<file path="config.mk">
export PLATFORM = sky130hd
export DESIGN_NAME = ff16_bus_master
export DESIGN_NICKNAME = d
export VERILOG_FILES = /design/src/rtl/ff16_pkg.sv /design/src/rtl/ff16_addr_dec.sv /design/src/rtl/ff16_bus_master.sv
export SDC_FILE = /design/constraint.sdc
export NUM_CORES = 1
export LEC_CHECK = 0
export ABC_CLOCK_PERIOD_IN_PS = 4080
export BUFFER_PORTS_ARGS = -buffer_cell sky130_fd_sc_hd__buf_2
export CORE_ASPECT_RATIO = 0.9
export CORE_MARGIN = 8
export CORE_UTILIZATION = 50
export CTS_BUF_LIST = sky130_fd_sc_hd__clkbuf_4 sky130_fd_sc_hd__clkbuf_8
export DETAILED_ROUTE_END_ITERATION = 6
export GPL_TIMING_DRIVEN = 0
export PLACE_DENSITY = 0.93
export SLEW_MARGIN = 20
export SYNTH_ARGS = -nofsm -noshare
export SYNTH_HDL_FRONTEND = slang
export SYNTH_SLANG_ARGS = --single-unit
</file>
<file path="constraint.sdc">
create_clock -name clk -period 4.08 [get_ports clk]
set_clock_uncertainty 0.1 [all_clocks]
set_input_delay 0.816 -clock clk [delete_from_list [all_inputs] [get_ports clk]]
set_output_delay 0.816 -clock clk [all_outputs]
set_load 0.005 [all_outputs]
</file>
<file path="src/rtl/ff16_pkg.sv">
// ff16_pkg -- shared types and constants for the ff16 bus master.
//   ff16_state_e : master FSM state encoding
//   FF16_DW      : bus data width
//   ff16_rsp_t   : response payload (read data + error flag)
// The CHECK state exists only when FF16_MASTER_RDCHK_EN is defined.
package ff16_pkg;

  localparam int FF16_DW = 16;

`ifdef FF16_MASTER_RDCHK_EN
  typedef enum logic [2:0] {
    ST_IDLE  = 3'd0,
    ST_WRITE = 3'd1,
    ST_READ  = 3'd2,
    ST_RESP  = 3'd3,
    ST_CHECK = 3'd4
  } ff16_state_e;
`else
  typedef enum logic [2:0] {
    ST_IDLE  = 3'd0,
    ST_WRITE = 3'd1,
    ST_READ  = 3'd2,
    ST_RESP  = 3'd3
  } ff16_state_e;
`endif

  typedef struct packed {
    logic [FF16_DW-1:0] rdata;
    logic               err;
  } ff16_rsp_t;

endpackage

</file>
<file path="src/rtl/ff16_addr_dec.sv">
// ff16_addr_dec -- combinational register-index decoder.
//   addr : requested register index (ADDR_W bits)
//   sel  : one-hot select, all-zero when addr is out of range
//   oor  : 1 when addr >= NUM_REGS
module ff16_addr_dec #(
  parameter int NUM_REGS = 4,
  parameter int ADDR_W   = 4
) (
  input  logic [ADDR_W-1:0]   addr,
  output logic [NUM_REGS-1:0] sel,
  output logic                oor
);

  always_comb begin
    sel = '0;
    oor = 1'b1;
    for (int i = 0; i < NUM_REGS; i++) begin
      if (addr == ADDR_W'(i)) begin
        sel[i] = 1'b1;
        oor    = 1'b0;
      end
    end
  end

endmodule

</file>
<file path="src/rtl/ff16_bus_master.sv">
// ff16_bus_master -- single-outstanding request master for a shared bus of
// 16-bit register slaves.
//   clk, rstn                 : clock, async active-low reset
//   req_valid/ready/wr/addr/wdata : request handshake
//   sel, wr, wdata            : registered bus drive (one-hot select, strobe, data)
//   bus_rdata                 : wired-OR read data from the slaves
//   rsp_valid/ready/rdata/err : response handshake
// Optional: FF16_MASTER_RDCHK_EN adds a read-back CHECK cycle after each write.
//
// state | meaning
// IDLE  | waiting for a request (req_ready high)
// WRITE | one-cycle bus write to the selected slave
// READ  | one-cycle bus read, bus_rdata captured at the end of the cycle
// CHECK | read-back of the just-written slave (macro builds only)
// RESP  | response held until rsp_ready
module ff16_bus_master
  import ff16_pkg::*;
#(
  parameter int NUM_REGS = 4,
  parameter int ADDR_W   = 4
) (
  input  logic                clk,
  input  logic                rstn,
  input  logic                req_valid,
  output logic                req_ready,
  input  logic                req_wr,
  input  logic [ADDR_W-1:0]   req_addr,
  input  logic [FF16_DW-1:0]  req_wdata,
  output logic [NUM_REGS-1:0] sel,
  output logic                wr,
  output logic [FF16_DW-1:0]  wdata,
  input  logic [FF16_DW-1:0]  bus_rdata,
  output logic                rsp_valid,
  input  logic                rsp_ready,
  output logic [FF16_DW-1:0]  rsp_rdata,
  output logic                rsp_err
);

  ff16_state_e         state_q, state_d;
  logic [NUM_REGS-1:0] sel_q, sel_d;
  logic                wr_q, wr_d;
  logic [FF16_DW-1:0]  wdata_q, wdata_d;
  ff16_rsp_t           rsp_q, rsp_d;
  logic                rdy_en_q;

  logic [NUM_REGS-1:0] dec_sel;
  logic                dec_oor;

  ff16_addr_dec #(
    .NUM_REGS (NUM_REGS),
    .ADDR_W   (ADDR_W)
  ) u_addr_dec (
    .addr (req_addr),
    .sel  (dec_sel),
    .oor  (dec_oor)
  );

  // Keeps req_ready low through reset and for the release edge itself.
  always_ff @(posedge clk or negedge rstn) begin
    if (!rstn) rdy_en_q <= 1'b0;
    else       rdy_en_q <= 1'b1;
  end

  assign req_ready = rdy_en_q && (state_q == ST_IDLE);
  assign rsp_valid = (state_q == ST_RESP);
  assign sel       = sel_q;
  assign wr        = wr_q;
  assign wdata     = wdata_q;
  assign rsp_rdata = rsp_q.rdata;
  assign rsp_err   = rsp_q.err;

  always_ff @(posedge clk or negedge rstn) begin
    if (!rstn) begin
      state_q <= ST_IDLE;
      sel_q   <= '0;
      wr_q    <= 1'b0;
      wdata_q <= '0;
      rsp_q   <= '0;
    end else begin
      state_q <= state_d;
      sel_q   <= sel_d;
      wr_q    <= wr_d;
      wdata_q <= wdata_d;
      rsp_q   <= rsp_d;
    end
  end

  always_comb begin
    state_d = state_q;
    sel_d   = '0;
    wr_d    = 1'b0;
    wdata_d = '0;
    rsp_d   = rsp_q;
    case (state_q)
      ST_IDLE: begin
        if (req_valid && req_ready) begin
          rsp_d = '0;
          if (dec_oor) begin
            state_d   = ST_RESP;
            rsp_d.err = 1'b1;
          end else if (req_wr) begin
            state_d = ST_WRITE;
            sel_d   = dec_sel;
            wr_d    = 1'b1;
            wdata_d = req_wdata;
          end else begin
            state_d = ST_READ;
            sel_d   = dec_sel;
          end
        end
      end
      ST_WRITE: begin
`ifdef FF16_MASTER_RDCHK_EN
        // Keep select and the written value for the read-back compare.
        state_d = ST_CHECK;
        sel_d   = sel_q;
        wdata_d = wdata_q;
`else
        state_d = ST_RESP;
        rsp_d   = '0;
`endif
      end
`ifdef FF16_MASTER_RDCHK_EN
      ST_CHECK: begin
        state_d     = ST_RESP;
        rsp_d.rdata = bus_rdata;
        rsp_d.err   = (bus_rdata != wdata_q);
      end
`endif
      ST_READ: begin
        state_d     = ST_RESP;
        rsp_d.rdata = bus_rdata;
        rsp_d.err   = 1'b0;
      end
      ST_RESP: begin
        if (rsp_ready) begin
          state_d = ST_IDLE;
          rsp_d   = '0;
        end
      end
      default: begin
        state_d = ST_IDLE;
        rsp_d   = '0;
      end
    endcase
  end

endmodule

</file>
Yosys cells after proc, flatten, opt, wreduce, memory -nomap -nowiden

Cells that the tools add are included.

Register bits after elaboration: 42
Bits of input ports: 41
Output and inout bits: 40
Word-level logic and storage cells: 49

Eq/ne operators: 8
Mux-type cells: 28
Reduce and logical (&&, ||, !) cells: 6

Operators by type and width:

| operator                                                               | count |
|---|---|
| 16-bit 2-to-1 mux                                                      | 4 |
| 17-bit one-hot mux with 3 select lines                                 | 1 |
| 17-bit 2-to-1 mux                                                      | 2 |
| 1-bit 2-to-1 mux                                                       | 13 |
| 4-bit 2-to-1 mux                                                       | 3 |
| 3-bit one-hot mux with 3 select lines                                  | 1 |
| 4-bit by 2-bit equality test with 1-bit output (second input constant) | 2 |
| 3-bit by 2-bit equality test with 1-bit output (second input constant) | 2 |
| 3-bit 2-to-1 mux                                                       | 2 |
| 4-bit by 1-bit equality test with 1-bit output (second input constant) | 1 |
| 4-bit logical NOT                                                      | 1 |
| 2-bit 2-to-1 mux                                                       | 2 |
| 2-bit by 1-bit != test with 1-bit output (second input constant)       | 2 |
| 3-bit by 1-bit equality test with 1-bit output (second input constant) | 1 |
| 3-bit logical NOT                                                      | 1 |
| 1-bit logical AND                                                      | 2 |
| 2-bit AND reduction                                                    | 1 |
| 2-bit OR reduction                                                     | 1 |

Depth between registers and ports, before layout

Gate-level depths: netlist of run 1.

Depth after elaboration: 8
Gate-level depth with buffers: 7
Depth with buffers taken out: 5

Modules after synthesis

A second synthesis of run 1 with hierarchy kept.

Cell total of the unflattened synthesis: 144
Area, all modules: 1705.4 µm²

By module, submodules not included:

| module          | times used | cells an instance | area an instance (µm²) | seq. area each (µm²) |
|---|---|---|---|---|
| ff16_bus_master | 1          | 139               | 1662.8                 | 1026.0 |
| ff16_addr_dec   | 1          | 5                 | 42.5                   | 0.0 |

Worst setup path after synthesis of run 1

Ideal clock, no wire load.

Path type: register -> output
Start: reg state_q[0]
End: out req_ready
Data arrival time: 806 ps
Required time: 3164 ps
Path slack: 2358 ps
Cell stages (with the launch flop): 4
Buffers on the path: 0
Cell sequence: dfrtp_1 > inv_1 > ha_1 > and2_4

Longest elaborated chain between the ends: 2

RTL lines:

| element                | RTL line              | source |
|---|---|---|
| start, declared        | ff16_bus_master.sv:39 | `ff16_state_e state_q, state_d;` |
| start signal, assigned | ff16_bus_master.sv:80 | `state_q <= state_d;` |
| 3-bit logical NOT      | ff16_bus_master.sv:64 | `assign req_ready = rdy_en_q && (state_q == ST_IDLE);` |
| 1-bit logical AND      | ff16_bus_master.sv:64 |  |
| end, declared          | ff16_bus_master.sv:25 | `output logic req_ready,` |

Every way passes these cells.

Worst setup path after layout of run 1

Same ends and word-level chain as after synthesis.

==> out/metrics.yaml, run 1 <==
vias: 1248
tns_ns: 0
cp_slowest_cell: "dfrtp_1"
place.gp.congestion: 0.805
synthSimpleGateAreaFrac_pct: 14.5
r2r-end: "rsp_rdata[14]"
die-width_um: 76.3
final_cell_area_mm2: 0.00215
antenna_left: 0
clock_sinks: 41
post-route-drc-count: 0
synth.cell_area_mm2: 0.00163
tightest_slew_ns: 0.880
async_reset_ff_share_pct: 100
syn_inst: 139
hold_path_end: "rsp_rdata[3]"
yosysUniqueCellTypes: 23
dpl-instance-area_mm2: 0.00209
hold-worst-slack_ns: 0.419
r2r_setup_slack_ns: 2.37
antenna_found_initial: 0
fin_nets: 270
firstDrtPassIters: 4
final_core_util_pct: 69.4
post-route-min-period_ns: 2.28
cp.depth: 4
p_per_area_mw_per_mm2: 544
rows: 19
hpwl_um: 2930
synth_seq_cells: 41
start_kind: "register"
power.leakage_nw: 1.28
path_clk_slew_ns: 0.10
clkLatencyLatePin_ns: 0.33
drt-initial-drc-count: 42
rr_worst_depth: 6
syn_to_final_growth_pct: 31.3
crit_type: "reg -> out"
via_per_inst: 4.66
synth_seq_area_share_pct: 62.8
avgRoutedWirePerCell_um: 13.7
final-max-slew-violation-count: 0
cts-hold-fix-buffers: 0
critical_path.top_delay_family: "flip-flops"
synth.net_count: 183
crit_arrival_ns: 1.36
io_buffers: 80
synth_area_per_cell_um2: 11.8
fill_cells: 249
root_buffer: "clkbuf_4"
cpPeakStageDelay_ns: 0.40
path_buf_inv: 2
worstHoldStart: "rsp_rdata[3]"
r2r-start: "state_q[0]"
initial_core_util_pct: 52.9
setup_viol: 0
synth_top_family_by_area: "simple AND/OR/NAND/NOR gates"
rsz0062_at_grt: "no"
drt_wl_total_um: 3680
worstHoldPathType: "reg -> reg"
dieArea_mm2: 0.00536
peakVddDrop_v: 0.000284
ios: 81
required_ns: 3.16
grt_overflow: 0
slew_headroom_pct: 41.4
cts_buffers: 5
post_cts_buffers: 0
synth-main-ff-cell: "dfrtp_1"
outcome: "completed"
hold_depth: 2
htreeDepth: 2
max-cap-violations: 0
antenna_cells: 0
grt_start_max_net_pins: 42
path_cells: "inv_1 > ha_1 > and2_4 > buf_2"
synthMuxAreaShare_pct: 10.4
hold_violations: 0
core_mm2: 0.00309
grt_pass1_vias: 1378
ys_warn_count: 0
fin_crit_sh_pct: 55.8
max_freq_mhz: 439
synth_compound_area_share_pct: 2.07
clock_path_buffers: 2
synth-adder-area-share_pct: 2.30
cts_tree: "built"
grt_pass1_wl_um: 6150
die_h_um: 70.2
synth_xor_area_share_pct: 0
cp-end-kind: "output pin"
cts_resized: 0
grt_use_total_pct: 14.2
drive_gt1_share_pct: 41.2
synth_edf_count: 0
cp_max_fo: 5
[cells by family after synthesis]
kind of cell,Yosys count
AO/OA/AOI/OAI,5
adder cells (fa/ha/maj),3
buffers and inverters,27
flip-flops,41
multiplexers,17
other,1
AND/OR/NAND/NOR,45
[area by class of cell]
| cell class | count | area, µm² | share of cell area [%] |
|---|---|---|---|
| timing repair buffer | 80 | 400 | 18.7 |
| inverter | 21 | 78.8 | 3.67 |
| multi-input combinational | 71 | 483 | 22.5 |
| clock buffer | 7 | 58.8 | 2.74 |
| tap | 42 | 52.6 | 2.45 |
| buffer | 6 | 46.3 | 2.16 |
| sequential | 41 | 1030 | 47.8 |
[Yosys cell counts (2+ instances only)]
cell     count  area, µm²
o32ai_1      2       17.5
and2_1      16        100
nor2b_1      2       12.5
mux2i_1     17        170
nand2_1     17       63.8
ha_1         3       37.5
buf_6        2       22.5
nor3_1       4       20.0
inv_1       21       78.8
buf_4        2       15.0
dfrtp_1     41       1030
[cell usage in the layout (no fill, tap or decap)]
cell,count
a21oi_1,1
a31oi_1,1
and2_1,16
and2_4,1
and4_1,1
buf_2,81
buf_4,2
buf_6,2
clkbuf_1,1
clkbuf_4,6
clkbuf_8,1
conb_1,1
dfrtp_1,41
ha_1,3
inv_1,21
mux2i_1,17
nand2_1,17
nand3_1,1
nor2_1,1
nor2b_1,2
nor3_1,4
nor4_1,1
nor4b_1,1
o21ai_0,1
o32ai_1,2
[flip-flops by register name, summed over array words and instances (netlist names)]
| name | flops |
|---|---|
| rsp_rdata | 16 |
| wdata | 16 |
| sel | 4 |
| state_q | 2 |
| rdy_en_q | 1 |
| rsp_err | 1 |
| wr | 1 |
[how the worst max path moves through the flow]
| stage | start | to | slack [ns] |
|---|---|---|---|
| global placement | req_valid | rsp_rdata[13] | 2.13 |
| detailed placement | req_valid | rsp_rdata[14] | 2.10 |
| CTS | state_q[0] | req_ready | 1.77 |
| finish | state_q[0] | req_ready | 1.80 |
| floorplan | state_q[0] | req_ready | 2.36 |
| global route | state_q[0] | req_ready | 1.69 |
[routing by layer]
layer  GRT usage [%]  wire [µm]  up-vias
met2            22.7       1600       65
li1                -          -      609
met1            13.7       1440      565
met4            5.76         58        0
met3            10.2        580        9
met5               0          0        -
[worst register-to-register path: cells and delay by family (launching register included)]
kind                     cells  cell delay [ns]
AO/OA/AOI/OAI                1             0.12
adder cells (fa/ha/maj)      1             0.24
buffers and inverters        2             0.42
flip-flops                   1             0.40
multiplexers                 1             0.21
AND/OR/NAND/NOR              1             0.14
[power by group]
group | total (mW) | internal (mW) | switching (mW)
Combinational | 0.434 | 0.209 | 0.225
Sequential | 0.534 | 0.491 | 0.0423
Clock | 0.200 | 0.0880 | 0.112
Total | 1.17 | 0.788 | 0.379
[stage by stage]
stage,total power [mW],std cells,worst slack [ns]
2_1_floorplan,0.813,139,2.36
6_report,1.17,268,1.80
3_3_place_gp,0.963,261,2.13
3_5_place_dp,0.982,261,2.10
5_1_grt,1.25,268,1.69
4_1_cts,1.18,268,1.77
No activity file was read; power rests on OpenSTA's default activity.
==> run 2: changes to the inputs <==
--- a/config.mk
+++ b/config.mk
@@ -5,15 +5,15 @@
 export SDC_FILE = /design/constraint.sdc
 export NUM_CORES = 1
 export LEC_CHECK = 0
-export ABC_CLOCK_PERIOD_IN_PS = 4080
+export ABC_CLOCK_PERIOD_IN_PS = 2000
 export BUFFER_PORTS_ARGS = -buffer_cell sky130_fd_sc_hd__buf_2
 export CORE_ASPECT_RATIO = 0.9
 export CORE_MARGIN = 8
-export CORE_UTILIZATION = 50
+export CORE_UTILIZATION = 42
 export CTS_BUF_LIST = sky130_fd_sc_hd__clkbuf_4 sky130_fd_sc_hd__clkbuf_8
 export DETAILED_ROUTE_END_ITERATION = 6
 export GPL_TIMING_DRIVEN = 0
-export PLACE_DENSITY = 0.93
+export PLACE_DENSITY = 0.84
 export SLEW_MARGIN = 20
 export SYNTH_ARGS = -nofsm -noshare
 export SYNTH_HDL_FRONTEND = slang
==> constraint.sdc (replaced) <==
create_clock -name clk -period 2 [get_ports clk]
set_clock_uncertainty 0.1 [all_clocks]
set_input_delay 0.4 -clock clk [delete_from_list [all_inputs] [get_ports clk]]
set_output_delay 0.4 -clock clk [all_outputs]
set_load 0.005 [all_outputs]
==> run 2 against run 1 <==
Compared with the run above:
- worst hold slack lost 0.29 ns
- highest routed layer unchanged
- final cell count grew 1.5%
- first-iteration DRC count shrank 33%
- critical endpoint unchanged
- largest cell class unchanged
==> out/metrics.yaml, run 2 (synthesized netlist as in run 1, its figures left out) <==
place.gp.congestion: 0.738  # was 0.805
antenna_cells: 0  # unchanged
post_cts_buffers: 0  # unchanged
root_buffer: "clkbuf_8"  # was clkbuf_4
max-cap-violations: 0  # unchanged
switchingPower_mw: 0.800  # was 0.379 mW
final_core_util_pct: 58.5  # was 69.4%
cp-end-kind: "output pin"  # unchanged
clkLatencyLatePin_ns: 0.28  # was 0.33 ns
finalPower_mw: 2.50  # was 1.17 mW
grt_pass1_vias: 1340  # was 1378
vias: 1221  # was 1248
core_mm2: 0.00373  # was 0.00309 mm²
ios: 81  # unchanged
cp_max_fo: 5  # unchanged
swShare_pct: 32.0  # was 32.5%
die_h_um: 75.2  # was 70.2 µm
cts_resized: 0  # unchanged
syn_to_final_growth_pct: 33.5  # was 31.3%
rsz0062_at_grt: "no"  # unchanged
die-width_um: 81.8  # was 76.3 µm
p_per_area_mw_per_mm2: 1150  # was 544 mW/mm²
fin_crit_sh_pct: 89.4
fin_ws_ns: 0.212  # was 1.80 ns
antenna_found_initial: 0  # unchanged
p_seq_share_pct: 43.6  # was 45.7%
hpwl_um: 2970  # was 2930 µm
rows: 21  # was 19
combPwrFrac_pct: 35.1  # was 37.2%
p_clk_share_pct: 21.2  # was 17.1%
outcome: "completed"  # unchanged
power.leakage_nw: 1.29  # was 1.28 nW
grt_overflow: 0  # unchanged
via_per_inst: 4.49  # was 4.66
tns_ns: 0  # unchanged
start_kind: "register"  # unchanged
cts_buffers: 5  # unchanged
layoutNonFillerInstCount: 272  # was 268
path_clk_slew_ns: 0.07  # was 0.10 ns
place_ws_ns: 0.272  # was 2.10 ns
crit_type: "reg -> out"  # unchanged
fin_nets: 270  # unchanged
max_freq_mhz: 559
initial_core_util_pct: 43.8  # was 52.9%
fill_cells: 338  # was 249
dpl-instance-area_mm2: 0.00209  # about the same
clock_sinks: 41  # unchanged
final-max-slew-violation-count: 0  # unchanged
slew_headroom_pct: 41.2  # was 41.4%
final_cell_area_mm2: 0.00218  # was 0.00215 mm²
drt-initial-drc-count: 28  # was 42
dieArea_mm2: 0.00615  # was 0.00536 mm²
worstHoldPathType: "in -> async"  # was reg -> reg
drt_wl_total_um: 3700  # was 3680 µm
post-route-drc-count: 0  # unchanged
p_int_mw: 1.70  # was 0.788 mW
grt_use_total_pct: 12.9  # was 14.2%
layout_commonest_cell: "buf_2"  # unchanged
avgRoutedWirePerCell_um: 13.6  # was 13.7 µm
hold-worst-slack_ns: 0.130  # was 0.419 ns
setup_viol: 0  # unchanged
peakVddDrop_v: 0.000509  # was 0.000284 V
clock_path_buffers: 2  # unchanged
hold_violations: 0  # unchanged
htreeDepth: 2  # unchanged
placedCellCount: 265  # was 261
required_ns: 1.50  # was 3.16 ns
tightest_slew_ns: 0.882  # was 0.880 ns
crit_arrival_ns: 1.29  # was 1.36 ns
firstDrtPassIters: 4  # unchanged
post-route-min-period_ns: 1.79
cts-hold-fix-buffers: 0  # unchanged
io_buffers: 80  # unchanged
grt_pass1_wl_um: 6070  # was 6150 µm
drive_gt1_share_pct: 41.2  # unchanged
cts_tree: "built"  # unchanged
final_cell_mix: "buf_2 (81), dfrtp_1 (41), inv_1 (21), nand2_1 (17), mux2i_1 (17)"  # unchanged
grt_start_max_net_pins: 42  # unchanged
antenna_left: 0  # unchanged
## run 2: cell types whose count changed in the layout (fill, tap and decap cells not counted), sizes merged
cell and delta:
clkinvlp +1, clkbuf -1
## run 2: final cells by class
class	instances	area, µm²	area share (%)
Sequential cell	41	1030	47.0
Multi-Input combinational cell	71	483	22.1
Timing Repair Buffer	80	400	18.3
Clock buffer	6	82.6	3.78
Inverter	21	78.8	3.61
Tap cell	46	57.6	2.64
Buffer	6	46.3	2.12
Clock inverter	1	7.51	0.344
## run 2: critical path, cell delays in order (launching register included)
cell and delay (ns):
dfrtp_1 0.38, inv_1 0.10, ha_1 0.24, and2_4 0.17, buf_2 0.10
## run 2: worst paths after layout
check                        startpoint            end  slack, ns  depth (start not counted)
max                          state_q[0]      req_ready       0.21                          4
min reg2reg                rsp_rdata[6]   rsp_rdata[6]       0.41                          2
max in group asynchronous          rstn   rsp_rdata[7]       1.11                          1
min in group clk            req_addr[1]         sel[0]       0.19                          2
min                                rstn         sel[1]       0.13                          1
max reg2reg                  state_q[1]  rsp_rdata[15]       0.29                          6
## run 2: power groups by stage
| stage | registers (mW) | clock network, mW | logic [mW] |
|---|---|---|---|
| final | 1.09 | 0.531 | 0.879 |
| after global routing | 1.12 | 0.583 | 0.990 |
| after CTS | 1.09 | 0.555 | 0.907 |
| after detailed placement | 1.11 | 0 | 0.907 |
| after global placement | 1.10 | 0 | 0.885 |
| after floorplan | 1.12 | 0 | 0.539 |
## run 2: per-layer routing
metal | routed length (µm) | GRT usage (%)
met1 | 1420 | 13.8
met2 | 1760 | 20.1
met3 | 482 | 7.88
met4 | 38 | 5.25
met5 | 0 | 0
